[src/rtl/ber_pkg.sv]
// Shared types and helpers for the BER meter: FSM states, symbol width, bit counting.
package ber_pkg;

    typedef enum logic [1:0] {
        ST_IDLE,
        ST_SEARCH,
        ST_MEASURE,
        ST_DONE
    } ber_state_t;

    localparam int SYM_W = 4;

    function automatic logic [2:0] popcount4(input logic [3:0] v);
        return 3'(v[0]) + 3'(v[1]) + 3'(v[2]) + 3'(v[3]);
    endfunction

endpackage

[src/rtl/sym_delay_line.sv]
// Reference symbol shift register; tap 0 is the live input, tap d is d strobes old.
module sym_delay_line
    import ber_pkg::*;
#(
    parameter int MAX_DELAY = 32,
    parameter int SEL_W     = $clog2(MAX_DELAY)
) (
    input  logic             clk,
    input  logic             reset,
    input  logic             sym_clk_ena,
    input  logic [SYM_W-1:0] din,
    input  logic [SEL_W-1:0] sel,
    output logic [SYM_W-1:0] tap
);

    logic [SYM_W*(MAX_DELAY-1)-1:0] sr;
    logic [SYM_W*MAX_DELAY-1:0]     taps;

    always_ff @(posedge clk or negedge reset) begin
        if (!reset) begin
            sr <= '0;
        end else if (sym_clk_ena) begin
            sr <= {sr[SYM_W*(MAX_DELAY-2)-1:0], din};
        end
    end

    // Live input sits at the bottom so tap index equals delay in strobes.
    assign taps = {sr, din};
    assign tap  = taps[sel*SYM_W +: SYM_W];

endmodule

[src/rtl/ber_meter.sv]
// Symbol latency search followed by windowed bit/symbol error counting.
//   state      | meaning
//   ST_IDLE    | waiting for start; delay line still shifts
//   ST_SEARCH  | stepping delay_sel until LOCK_SYMS consecutive matches
//   ST_MEASURE | accumulating errors over 2^WINDOW_LOG2 symbols
//   ST_DONE    | holding last window results until start
module ber_meter
    import ber_pkg::*;
#(
    parameter int MAX_DELAY   = 32,
    parameter int LOCK_SYMS   = 64,
    parameter int WINDOW_LOG2 = 20
) (
    input  logic                         clk,
    input  logic                         reset,
    input  logic                         sym_clk_ena,
    input  logic [1:0]                   ref_i,
    input  logic [1:0]                   ref_q,
    input  logic [1:0]                   rx_i,
    input  logic [1:0]                   rx_q,
    input  logic                         start,
    input  logic                         clear,
    output logic                         locked,
    output logic [$clog2(MAX_DELAY)-1:0] delay_sel,
    output logic                         busy,
    output logic                         done,
    output logic                         no_lock,
    output logic [WINDOW_LOG2+2:0]       bit_errors,
    output logic [WINDOW_LOG2:0]         sym_errors
);

    localparam int DW = $clog2(MAX_DELAY);
    localparam int RW = $clog2(LOCK_SYMS + 1);
    localparam int CW = WINDOW_LOG2 + 1;
    localparam int BW = WINDOW_LOG2 + 3;

    ber_state_t       state, state_next;
    logic [SYM_W-1:0] tap, err;
    logic             err_any, lock_hit, win_end;
    logic [RW-1:0]    run, run_inc;
    logic [CW-1:0]    sym_cnt, cnt_inc;
    logic [BW-1:0]    bit_acc, bit_acc_next;
    logic [CW-1:0]    sym_acc, sym_acc_next;

    sym_delay_line #(.MAX_DELAY(MAX_DELAY)) u_dline (
        .clk         (clk),
        .reset       (reset),
        .sym_clk_ena (sym_clk_ena),
        .din         ({ref_i, ref_q}),
        .sel         (delay_sel),
        .tap         (tap)
    );

    assign err          = tap ^ {rx_i, rx_q};
    assign err_any      = |err;
    assign run_inc      = run + RW'(1);
    assign cnt_inc      = sym_cnt + CW'(1);
    assign bit_acc_next = bit_acc + BW'(popcount4(err));
    assign sym_acc_next = sym_acc + CW'(err_any);
    assign lock_hit     = sym_clk_ena && !err_any && (run_inc == RW'(LOCK_SYMS));
    assign win_end      = sym_clk_ena && (cnt_inc == CW'(2 ** WINDOW_LOG2));
    assign busy         = (state == ST_SEARCH) || (state == ST_MEASURE);

    always_ff @(posedge clk or negedge reset) begin
        if (!reset) state <= ST_IDLE;
        else        state <= state_next;
    end

    always_comb begin
        state_next = state;
        if (clear) begin
            state_next = ST_IDLE;
        end else begin
            case (state)
                ST_IDLE:    if (start)    state_next = locked ? ST_MEASURE : ST_SEARCH;
                ST_SEARCH:  if (lock_hit) state_next = ST_MEASURE;
                ST_MEASURE: if (win_end)  state_next = ST_DONE;
                ST_DONE:    if (start)    state_next = ST_MEASURE;
            endcase
        end
    end

    always_ff @(posedge clk or negedge reset) begin
        if (!reset) begin
            locked     <= 1'b0;
            delay_sel  <= '0;
            done       <= 1'b0;
            no_lock    <= 1'b0;
            bit_errors <= '0;
            sym_errors <= '0;
            run        <= '0;
            sym_cnt    <= '0;
            bit_acc    <= '0;
            sym_acc    <= '0;
        end else begin
            done <= 1'b0;
            if (clear) begin
                locked     <= 1'b0;
                delay_sel  <= '0;
                no_lock    <= 1'b0;
                bit_errors <= '0;
                sym_errors <= '0;
                run        <= '0;
                sym_cnt    <= '0;
                bit_acc    <= '0;
                sym_acc    <= '0;
            end else begin
                case (state)
                    ST_IDLE: begin
                        if (start) begin
                            run     <= '0;
                            sym_cnt <= '0;
                            bit_acc <= '0;
                            sym_acc <= '0;
                            if (!locked) delay_sel <= '0;
                        end
                    end
                    ST_SEARCH: begin
                        if (sym_clk_ena) begin
                            if (lock_hit) begin
                                locked  <= 1'b1;
                                run     <= '0;
                                sym_cnt <= '0;
                                bit_acc <= '0;
                                sym_acc <= '0;
                            end else if (!err_any) begin
                                run <= run_inc;
                            end else begin
                                run <= '0;
                                // A wrap means every candidate delay has failed at least once.
                                if (delay_sel == DW'(MAX_DELAY - 1)) begin
                                    delay_sel <= '0;
                                    no_lock   <= 1'b1;
                                end else begin
                                    delay_sel <= delay_sel + DW'(1);
                                end
                            end
                        end
                    end
                    ST_MEASURE: begin
                        if (sym_clk_ena) begin
                            sym_cnt <= cnt_inc;
                            bit_acc <= bit_acc_next;
                            sym_acc <= sym_acc_next;
                            if (win_end) begin
                                bit_errors <= bit_acc_next;
                                sym_errors <= sym_acc_next;
                                done       <= 1'b1;
                            end
                        end
                    end
                    ST_DONE: begin
                        if (start) begin
                            sym_cnt <= '0;
                            bit_acc <= '0;
                            sym_acc <= '0;
                        end
                    end
                endcase
            end
        end
    end

endmodule

[config.mk]
export PLATFORM = sky130hd
export DESIGN_NAME = ber_meter
export DESIGN_NICKNAME = d
export VERILOG_FILES = /design/src/rtl/ber_pkg.sv /design/src/rtl/sym_delay_line.sv /design/src/rtl/ber_meter.sv
export SDC_FILE = /design/constraint.sdc
export NUM_CORES = 1
export LEC_CHECK = 0
export CORE_MARGIN = 4
export CORE_UTILIZATION = 35
export CTS_CLUSTER_DIAMETER = 40
export DETAILED_ROUTE_END_ITERATION = 8
export GPL_TIMING_DRIVEN = 0
export PLACE_DENSITY = 0.61
export SYNTH_ARGS = -nofsm -noshare
export SYNTH_HDL_FRONTEND = slang
export SYNTH_SLANG_ARGS = --single-unit
[constraint.sdc]
create_clock -name clk -period 5.2 [get_ports clk]
set_input_delay 1.3 -clock clk [delete_from_list [all_inputs] [get_ports clk]]
set_output_delay 1.3 -clock clk [all_outputs]
set_load 0.01 [all_outputs]
## Word level (Yosys, flattened, before mapping)

Cells that the tools add are included.

- Input bits: 13
- Flip-flop bits (word level): 250

- Add/subtract/negate cells: 8
- Reductions and logical operators: 23
- Eq/ne operators: 17
- Bitwise operators: 1
- Mux-type cells: 58
- Shifts and indexed selects: 1

Operators by type and width:

| kind | count |
|---|---|
| $mux W21 | 11 |
| $mux W23 | 9 |
| $shiftx A128 B8 Y4 | 1 |
| $pmux W21 S3 | 2 |
| $pmux W23 S3 | 1 |
| $mux W5 | 7 |
| $mux W7 | 5 |
| $ne A3 B3 Y1 const B | 9 |
| $add A23 B3 Y23 | 1 |
| $add A21 B1 Y21 | 1 |
| $add A21 B1 Y21 const B | 1 |
| $eq A21 B21 Y1 const B | 1 |
| $mux W1 | 14 |
| $pmux W7 S2 | 1 |
| $reduce_bool A2 Y1 | 7 |
| $mux W2 | 6 |
| $pmux W5 S2 | 1 |
| $reduce_and A3 Y1 | 3 |
| $pmux W2 S4 | 1 |
| $reduce_and A4 Y1 | 2 |
| $add A7 B1 Y7 const B | 1 |
| $eq A7 B7 Y1 const B | 1 |
| $reduce_and A6 Y1 | 1 |
| $add A5 B1 Y5 const B | 1 |
| 17 further kinds | 20 |

## Depth between registers and ports, before layout

Gate-level depths: netlist (run 1).

- Depth after elaboration: 10
- Gate-level depth with buffers: 24
- Depth with buffers taken out: 19

## Modules after synthesis

Synthesis (run 1) repeated with hierarchy kept, for this count alone.

- Cells, all modules: 1169
- Area total of the unflattened synthesis: 13186.4 sq um

By module, submodules not included:

| module | times used | area an instance (sq um) | cells each |
|---|---|---|---|
| ber_meter | 1 | 7627.3 | 853 |
| sym_delay_line | 1 | 5559.1 | 316 |

## Worst setup path before layout (run 1)

Ideal clock, no wire load.

- Path type: register to register
- Start: register delay_sel[0]
- End: register sym_acc[20]
- Data required time: 5.071 ns
- Data arrival time: 5.316 ns
- Library setup time: 0.129 ns
- Setup slack: -0.245 ns
- Stages on the path, launching flop included: 23
- Cells stage by stage: dfrtp_1 -> buf_2 -> buf_2 -> buf_1 -> mux4_2 -> mux4_2 -> mux2i_1 -> xor2_1 -> ha_1 -> nand2b_1 -> mux2i_4 -> and2_1 -> buf_2 -> inv_1 -> ha_1 -> ha_1 -> nand2_1 -> nor4_1 -> nand2_1 -> nor4_1 -> o21ai_0 -> o21ai_0 -> o21ai_0

- Word-level cells in the longest chain between the ends: 8
- Elaborated cells on any way between the ends: 12
- Those cells by class: add/sub (1); eq/ne (1); shift (1); mux (3); bitwise (1); reduce/logical (5)

RTL lines:

| element | line | RTL |
|---|---|---|
| start, declared | ber_meter.sv:24 | `output logic [$clog2(MAX_DELAY)-1:0] delay_sel,` |
| start signal, assigned | ber_meter.sv:135 | `delay_sel <= delay_sel + DW'(1);` |
| $shiftx A128 B8 Y4 (*) | sym_delay_line.sv:29 | `assign tap = taps[sel*SYM_W +: SYM_W];` |
| $xor A4 B4 Y4 (*) | ber_meter.sv:54 | `assign err = tap ^ {rx_i, rx_q};` |
| $reduce_or A4 Y1 (*) | ber_meter.sv:55 | `assign err_any = \|err;` |
| parallel branches: the longest is 5 deep, another holds $add A21 B1 Y21 | n/a |  |
| end signal, assigned | ber_meter.sv:144 | `sym_acc <= sym_acc_next;` |
| end, declared | ber_meter.sv:43 | `logic [CW-1:0] sym_acc, sym_acc_next;` |

Mark *: on every way between the ends. The select of a mux whose other input is x is not followed.
A chain may end at the register's enable or synchronous reset.

## Worst setup path after layout (run 1)

- Start: input ref_q[0]
- End: register bit_errors[13]

- Word-level cells in the longest chain between the ends: 10

RTL lines:

| element | line | RTL |
|---|---|---|
| start, declared | ber_meter.sv:18 | `input logic [1:0] ref_q,` |
| $shiftx A128 B8 Y4 | sym_delay_line.sv:29 |  |
| $xor A4 B4 Y4 | ber_meter.sv:54 |  |
| $add A1 B1 Y2 | ber_pkg.sv:14 | `return 3'(v[0]) + 3'(v[1]) + 3'(v[2]) + 3'(v[3]);` |
| $add A2 B1 Y3 | ber_pkg.sv:14 |  |
| $add A3 B1 Y3 | ber_pkg.sv:14 |  |
| $add A23 B3 Y23 | ber_meter.sv:58 | `assign bit_acc_next = bit_acc + BW'(popcount4(err));` |
| $mux W23 | ber_meter.sv:145 | `if (win_end) begin` |
| $mux W23 | ber_meter.sv:141 | `if (sym_clk_ena) begin` |
| $mux W23 | ber_meter.sv:108 | `case (state)` |
| $mux W23 | ber_meter.sv:97 | `if (clear) begin` |
| end signal, assigned | ber_meter.sv:146 | `bit_errors <= bit_acc_next;` |
| end, declared | ber_meter.sv:28 | `output logic [WINDOW_LOG2+2:0] bit_errors,` |

No other way between the ends. The select of a mux whose other input is x is not followed.

==> impl_metrics.json, run 1 <==
{
  "status": "completed",
  "ant_nets": 0,
  "ctsHoldBuffers": 0,
  "grt_use_total_pct": 16.85,
  "worstSkewPairLatency_ns": 0.53,
  "ys_top_cells_by_count": "250 x dfrtp_1, 125 x mux2_2, 107 x o21ai_0",
  "drt-total-wl_um": 34900,
  "yosys.area.top_type_share_pct": 46.95,
  "coreArea_sq_um": 37580,
  "ioPinCount": 66,
  "post-route-period-util_pct": 98.25,
  "syn_area_sq_um": 13330,
  "async_flop_share_pct": 100.0,
  "fillers": 3528,
  "initial_core_util_pct": 35.46,
  "critPathKind": "input port to register",
  "dieArea_sq_um": 41260,
  "fp.dieW_um": 203.1,
  "seqCellArea_sq_um": 6257,
  "period_minus_slack_ns": 5.109,
  "cp.required_ns": 5.62,
  "overflow": 0,
  "num_rows": 71,
  "cap_violations": 0,
  "syn-num-nets": 1191,
  "start_kind": "input port",
  "worstReg2RegEnd": "bit_errors[13]$_DFFE_PN0P_",
  "placed_area_sq_um": 14670,
  "synthCells": 1161,
  "cts_buffers": 38,
  "multiInputGateArea_sq_um": 6706,
  "crit_slowest_cell": "mux4_2",
  "p_leak_nw": 6.505,
  "grt_pass1_wl_um": 56100,
  "htreeDepth": 2,
  "grt_max_degree": 120,
  "ys_seq_area_share_pct": 46.95,
  "finalHoldViolCount": 0,
  "hold_depth": 1,
  "synth_warnings": 0,
  "rsz0062_at_grt": "yes",
  "ff2ff_path_depth": 18,
  "crit_chain": "clkdlybuf4s50_1 -> mux4_2 -> mux4_2 -> mux2i_2 -> xor2_1 -> inv_1 -> fa_2 -> fa_2 -> a21oi_1 -> nor3b_2 -> nand4_1 -> buf_4 -> nor2_1 -> xnor2_1 -> nor3_1 -> a21o_1",
  "final_util_pct": 43.12,
  "fin_worst_skew_ns": 0.01702,
  "avgRoutedWirePerCell_um": 19.24,
  "critPathCaptureType": "register",
  "critPathMaxStageDelay_ns": 0.49,
  "worstHoldPathType": "register to register",
  "cts.clk_slew.worst_paths_ns": 0.06,
  "ir_worst_vdd_v": 0.0002647,
  "antenna_cells": 0,
  "first_pass_iters": 5,
  "drc": 0,
  "total_power_mw": 6.748,
  "ys_seq_elements": 250,
  "syn-mean-instance-area_sq_um": 11.48,
  "yosys-top-cells-area": "dfrtp_1 47%, mux2_2 11%, mux4_2 4.2%",
  "antenna_found_initial": 0,
  "dpl.cell_count": 1738,
  "port_buffers": 64,
  "fin_area_sq_um": 16200,
  "r2r_start": "delay_sel[1]$_DFFE_PN0P_",
  "drive_gt1_share_pct": 27.01,
  "post_layout_nonfiller_instances": 1814,
  "dp_hpwl_um": 24030,
  "max_freq_mhz": 195.7,
  "synth_most_common_cell": "dfrtp_1",
  "p_per_area_nw_per_um2": 416.5,
  "slew_viol_final": 0,
  "regToRegSetupSlack_ns": 0.15,
  "root_buffer": "clkbuf_16",
  "clock-sinks": 250,
  "area_delta_synth_final_pct": 21.59,
  "crit_arrival_ns": 5.53,
  "tightest_slew_ns": 0.8194,
  "vias": 9830,
  "synth_top_area_cell": "dfrtp_1",
  "fp.dieH_um": 203.1,
  "worstPathMaxFanout": 6,
  "gp_congestion": 0.8984,
  "clk_path_buf_depth": 3,
  "hold_end": "sym_errors[7]$_DFFE_PN0P_",
  "vias_per_cell": 5.419,
  "slew_headroom_pct": 45.17,
  "first_global_vias": 9904,
  "critPathLaunch": "ref_q[0]",
  "setup_violations": 0,
  "cts_tree": "yes",
  "synthFlopType": "dfrtp_1",
  "hp-start": "sym_errors[7]$_DFFE_PN0P_",
  "nets": 1305,
  "synth_edf_count": 0,
  "drt_iter0_drc": 617,
  "ys_types": 75,
  "final.setup.tns_ns": 0
}
## flip-flops by register name, indices dropped and copies added (netlist names)
register    flops
no_lock         1
bit_acc        23
u_dline.sr    124
sym_acc        21
run             7
sym_cnt        21
sym_errors     21
locked          1
done            1
bit_errors     23
delay_sel       5
state           2
## worst max-delay path: cells and delay by family
kind	cells	cell delay, ns
AO/OA/AOI/OAI	2	0.60
AND/OR/NAND/NOR	4	0.50
multiplexers	3	1.12
XOR/XNOR	2	0.49
buffers and inverters	3	0.70
adder cells (fa/ha/maj)	2	0.82
## worst max path at each step
stage / end / slack [ns] / depth (start not counted)
floorplan: bit_errors[20]$_DFFE_PN0P_ / 0.01 / 20
global placement: u_dline.sr[98]$_DFFE_PN0P_ / -8.16 / 1
detailed placement: sym_acc[20]$_DFFE_PN0P_ / -1.48 / 23
CTS: sym_errors[19]$_DFFE_PN0P_ / 0.006 / 19
global route: bit_errors[13]$_DFFE_PN0P_ / 0.005 / 18
finish: bit_errors[13]$_DFFE_PN0P_ / 0.09 / 16
## layout make-up
class	instances	area share (%)
Sequential cell	250	38.62
Tap cell	511	3.946
Multi-Input combinational cell	809	41.39
Timing Repair Buffer	76	4.780
Buffer	85	2.958
Clock buffer	46	6.433
Clock inverter	22	1.521
Inverter	15	0.3475
## cells in the final DEF (no fill, tap or decap), drive strengths merged, types with 37 or more instances in the layout
| cell | n |
|---|---|
| dfrtp | 250 |
| mux2 | 127 |
| o21ai | 107 |
| clkbuf | 96 |
| nor2 | 70 |
| clkdlybuf4s50 | 62 |
| nand2 | 62 |
| buf | 48 |
| nand3 | 47 |
| o31ai | 37 |
## what timing repair did
action / 4_1_cts / 5_1_grt
setup buffers: 6 / 4
pin swaps: 7 / 12
setup endpoints to repair: 82 / 36
resized for setup: 27 / 19
## kinds of logic (layout without fill, tap and decap cells)
kind of cell | count (synthesis) | count (layout) | synth area share, %
AOI/OAI and AO/OA | 261 | 261 | 14.92
xor gates and xnor gates | 47 | 47 | 3.230
muxes | 186 | 186 | 17.63
and+or+nand+nor | 298 | 298 | 11.62
adders and majority gates | 17 | 17 | 1.765
buffers and inverters | 102 | 244 | 3.878
DFF | 250 | 250 | 46.95
## through the flow
| step | hold slack, ns | worst slack [ns] |
|---|---|---|
| floorplan | 0.4625 | 0.01189 |
| global placement | 0.4773 | -8.155 |
| detailed placement | 0.4782 | -1.477 |
| CTS | 0.4919 | 0.005925 |
| global route | 0.5159 | 0.004825 |
| finish | 0.4847 | 0.09124 |
## metal layers
layer  up-vias  wire, um  track usage (%)
met5         -         0                0
li1       4526         -                -
met2       242     17050            28.23
met3        68      1666            2.795
met1      4994     15290            22.67
met4         0       896            4.939
## report_power, final
group	total [mW]	leakage [nW]	switching, mW	internal (mW)
Combinational	1.53	2.57	0.768	0.763
Sequential	2.65	3.29	0.296	2.35
Clock	2.57	0.638	0.970	1.60
Total	6.75	6.50	2.03	4.71
No activity file was read; power rests on OpenSTA's default activity.
==> inputs of run 2 (changes only) <==
Settings changed: PLACE_DENSITY 0.61 to unset.
==> impl_metrics.json, run 2 (synthesis results as in run 1) <==
{
  "vias_per_cell": 5.419,
  "drt_iter0_drc": 612,
  "largest_reg_flops": 124,
  "regToRegSetupSlack_ns": 0.21,
  "final_common_cell": "dfrtp_1",
  "ir_worst_vdd_v": 0.0003553,
  "start_kind": "input port",
  "ctsHoldBuffers": 0,
  "post-route-period-util_pct": 97.51,
  "ioPinCount": 66,
  "critPathCaptureType": "register",
  "max_freq_mhz": 197.2,
  "first_global_vias": 9998,
  "cts.clk_slew.worst_paths_ns": 0.06,
  "antenna_found_initial": 0,
  "avgRoutedWirePerCell_um": 19.35,
  "vias": 9830,
  "critPathMaxStageDelay_ns": 0.52,
  "slew_viol_final": 0,
  "met3_length_um": 1706,
  "hold_ws_ns": 0.4782,
  "grt_max_degree": 99,
  "cp.required_ns": 5.62,
  "placed_area_sq_um": 14670,
  "mostFrequentLayoutCells": "249 x dfrtp_1, 125 x mux2_2, 105 x o21ai_0",
  "crit_chain": "clkdlybuf4s50_1 -> mux4_2 -> mux4_2 -> mux2i_1 -> xor2_1 -> inv_1 -> fa_1 -> fa_2 -> a21oi_2 -> nor3b_2 -> nand4_1 -> nor3_2 -> nand4_1 -> xor2_1 -> nor3_1 -> a21o_1",
  "clk_path_buf_depth": 3,
  "finalHoldViolCount": 0,
  "worstSkewPairLatency_ns": 0.53,
  "antenna_cells": 0,
  "initial_core_util_pct": 35.46,
  "largestRegisters": "u_dline.sr x124, bit_acc x23, bit_errors x23",
  "gp_congestion": 0.8547,
  "tightest_slew_ns": 0.8524,
  "crit_slowest_cell": "fa_1",
  "first_pass_iters": 5,
  "drc": 0,
  "drt-total-wl_um": 35100,
  "overflow": 0,
  "fp.dieW_um": 203.1,
  "p_per_area_nw_per_um2": 424.9,
  "critPathKind": "input port to register",
  "fin_area_sq_um": 16300,
  "cap_violations": 0,
  "p_leak_nw": 6.549,
  "period_minus_slack_ns": 5.071,
  "ant_nets": 0,
  "cts_tree": "yes",
  "slew_headroom_pct": 42.96,
  "grt_pass1_wl_um": 56250,
  "fp.dieH_um": 203.1,
  "wl_met2_um": 17030,
  "setup_violations": 0,
  "drive_gt1_share_pct": 27.55,
  "clock-sinks": 250,
  "root_buffer": "clkbuf_16",
  "status": "completed",
  "dp_hpwl_um": 24010,
  "regMostFlops": "u_dline.sr",
  "cts_buffers": 39,
  "area_delta_synth_final_pct": 22.33,
  "met1_length_um": 15350,
  "dieArea_sq_um": 41260,
  "worstHoldPathType": "register to register",
  "port_buffers": 64,
  "worstPathMaxFanout": 3,
  "nets": 1303,
  "coreArea_sq_um": 37580,
  "highest_layer": "met4",
  "htreeDepth": 2,
  "crit_arrival_ns": 5.49,
  "num_rows": 71,
  "fin_worst_skew_ns": 0.01711,
  "grt_use_total_pct": 16.94
}
==> run 2: cell count changes in the layout (fill, tap and decap cells not counted), sizes merged <==
cell,delta
buf,-1
inv,-2
clkinvlp,+2
clkbuf,-1
bufinv,+2
==> run 2: routing by layer <==
layer	GRT usage (%)	up-vias
li1	-	4545
met1	22.62	4963
met2	28.14	251
met3	2.939	71
met4	5.637	0
met5	0	-
==> run 2: repair_timing <==
action                                  CTS  global route
cloned                                    0             0
setup buffers                             7             2
endpoints found under the setup margin   83            33
gates resized for setup                  30            22
pin swaps                                 7            12
==> run 2: critical path, delay by kind of cell <==
kind / cells / cell delay [ns]
mux: 3 / 1.12
simple gates: 5 / 1.00
fa+ha+maj: 2 / 0.76
xor+xnor: 2 / 0.52
buf+inv: 2 / 0.50
compound gates: 2 / 0.30
==> run 2: path summary, 6_finish.rpt <==
check                      cells after the start                    endpoint                  startpoint
setup / recovery                              16  bit_errors[21]$_DFFE_PN0P_                    ref_q[1]
hold / removal                                 1  bit_errors[14]$_DFFE_PN0P_  bit_errors[14]$_DFFE_PN0P_
setup reg to reg                              18  bit_errors[21]$_DFFE_PN0P_    delay_sel[1]$_DFFE_PN0P_
hold reg to reg                                1  bit_errors[14]$_DFFE_PN0P_  bit_errors[14]$_DFFE_PN0P_
max in group asynchronous                      2  u_dline.sr[94]$_DFFE_PN0P_                       reset
min in group asynchronous                      1  sym_errors[16]$_DFFE_PN0P_                       reset
==> run 2: power breakdown <==
part	switching, mW	internal (mW)
Sequential	0.292	2.35
Combinational	0.776	0.765
Clock	0.999	1.74
Total	2.07	4.86
==> run 2: final cells by class <==
class / count / area [sq um]
plain buffers: 83 / 467.9
clock buffers: 47 / 1077
clock inverters: 24 / 300.3
fillers: 3513 / 21280
inverters: 15 / 58.81
multi-input cells: 809 / 6733
flip-flops and latches: 250 / 6257
well taps: 511 / 639.4
repair buffers: 75 / 767.0
==> run 2: through the flow <==
stage               setup TNS, ns  setup slack [ns]  utilization (%)  total power [mW]  cells
floorplan                       0           0.01189                -             3.667   1161
global route             -0.02428          -0.02428            43.38             7.269   1814
CTS                             0          0.007586            43.17             6.984   1815
global placement         -2097.14            -8.227            38.89             4.136   1736
detailed placement         -52.25            -1.502            39.05             4.179   1738
finish                          0            0.1294            43.38             6.926   1814
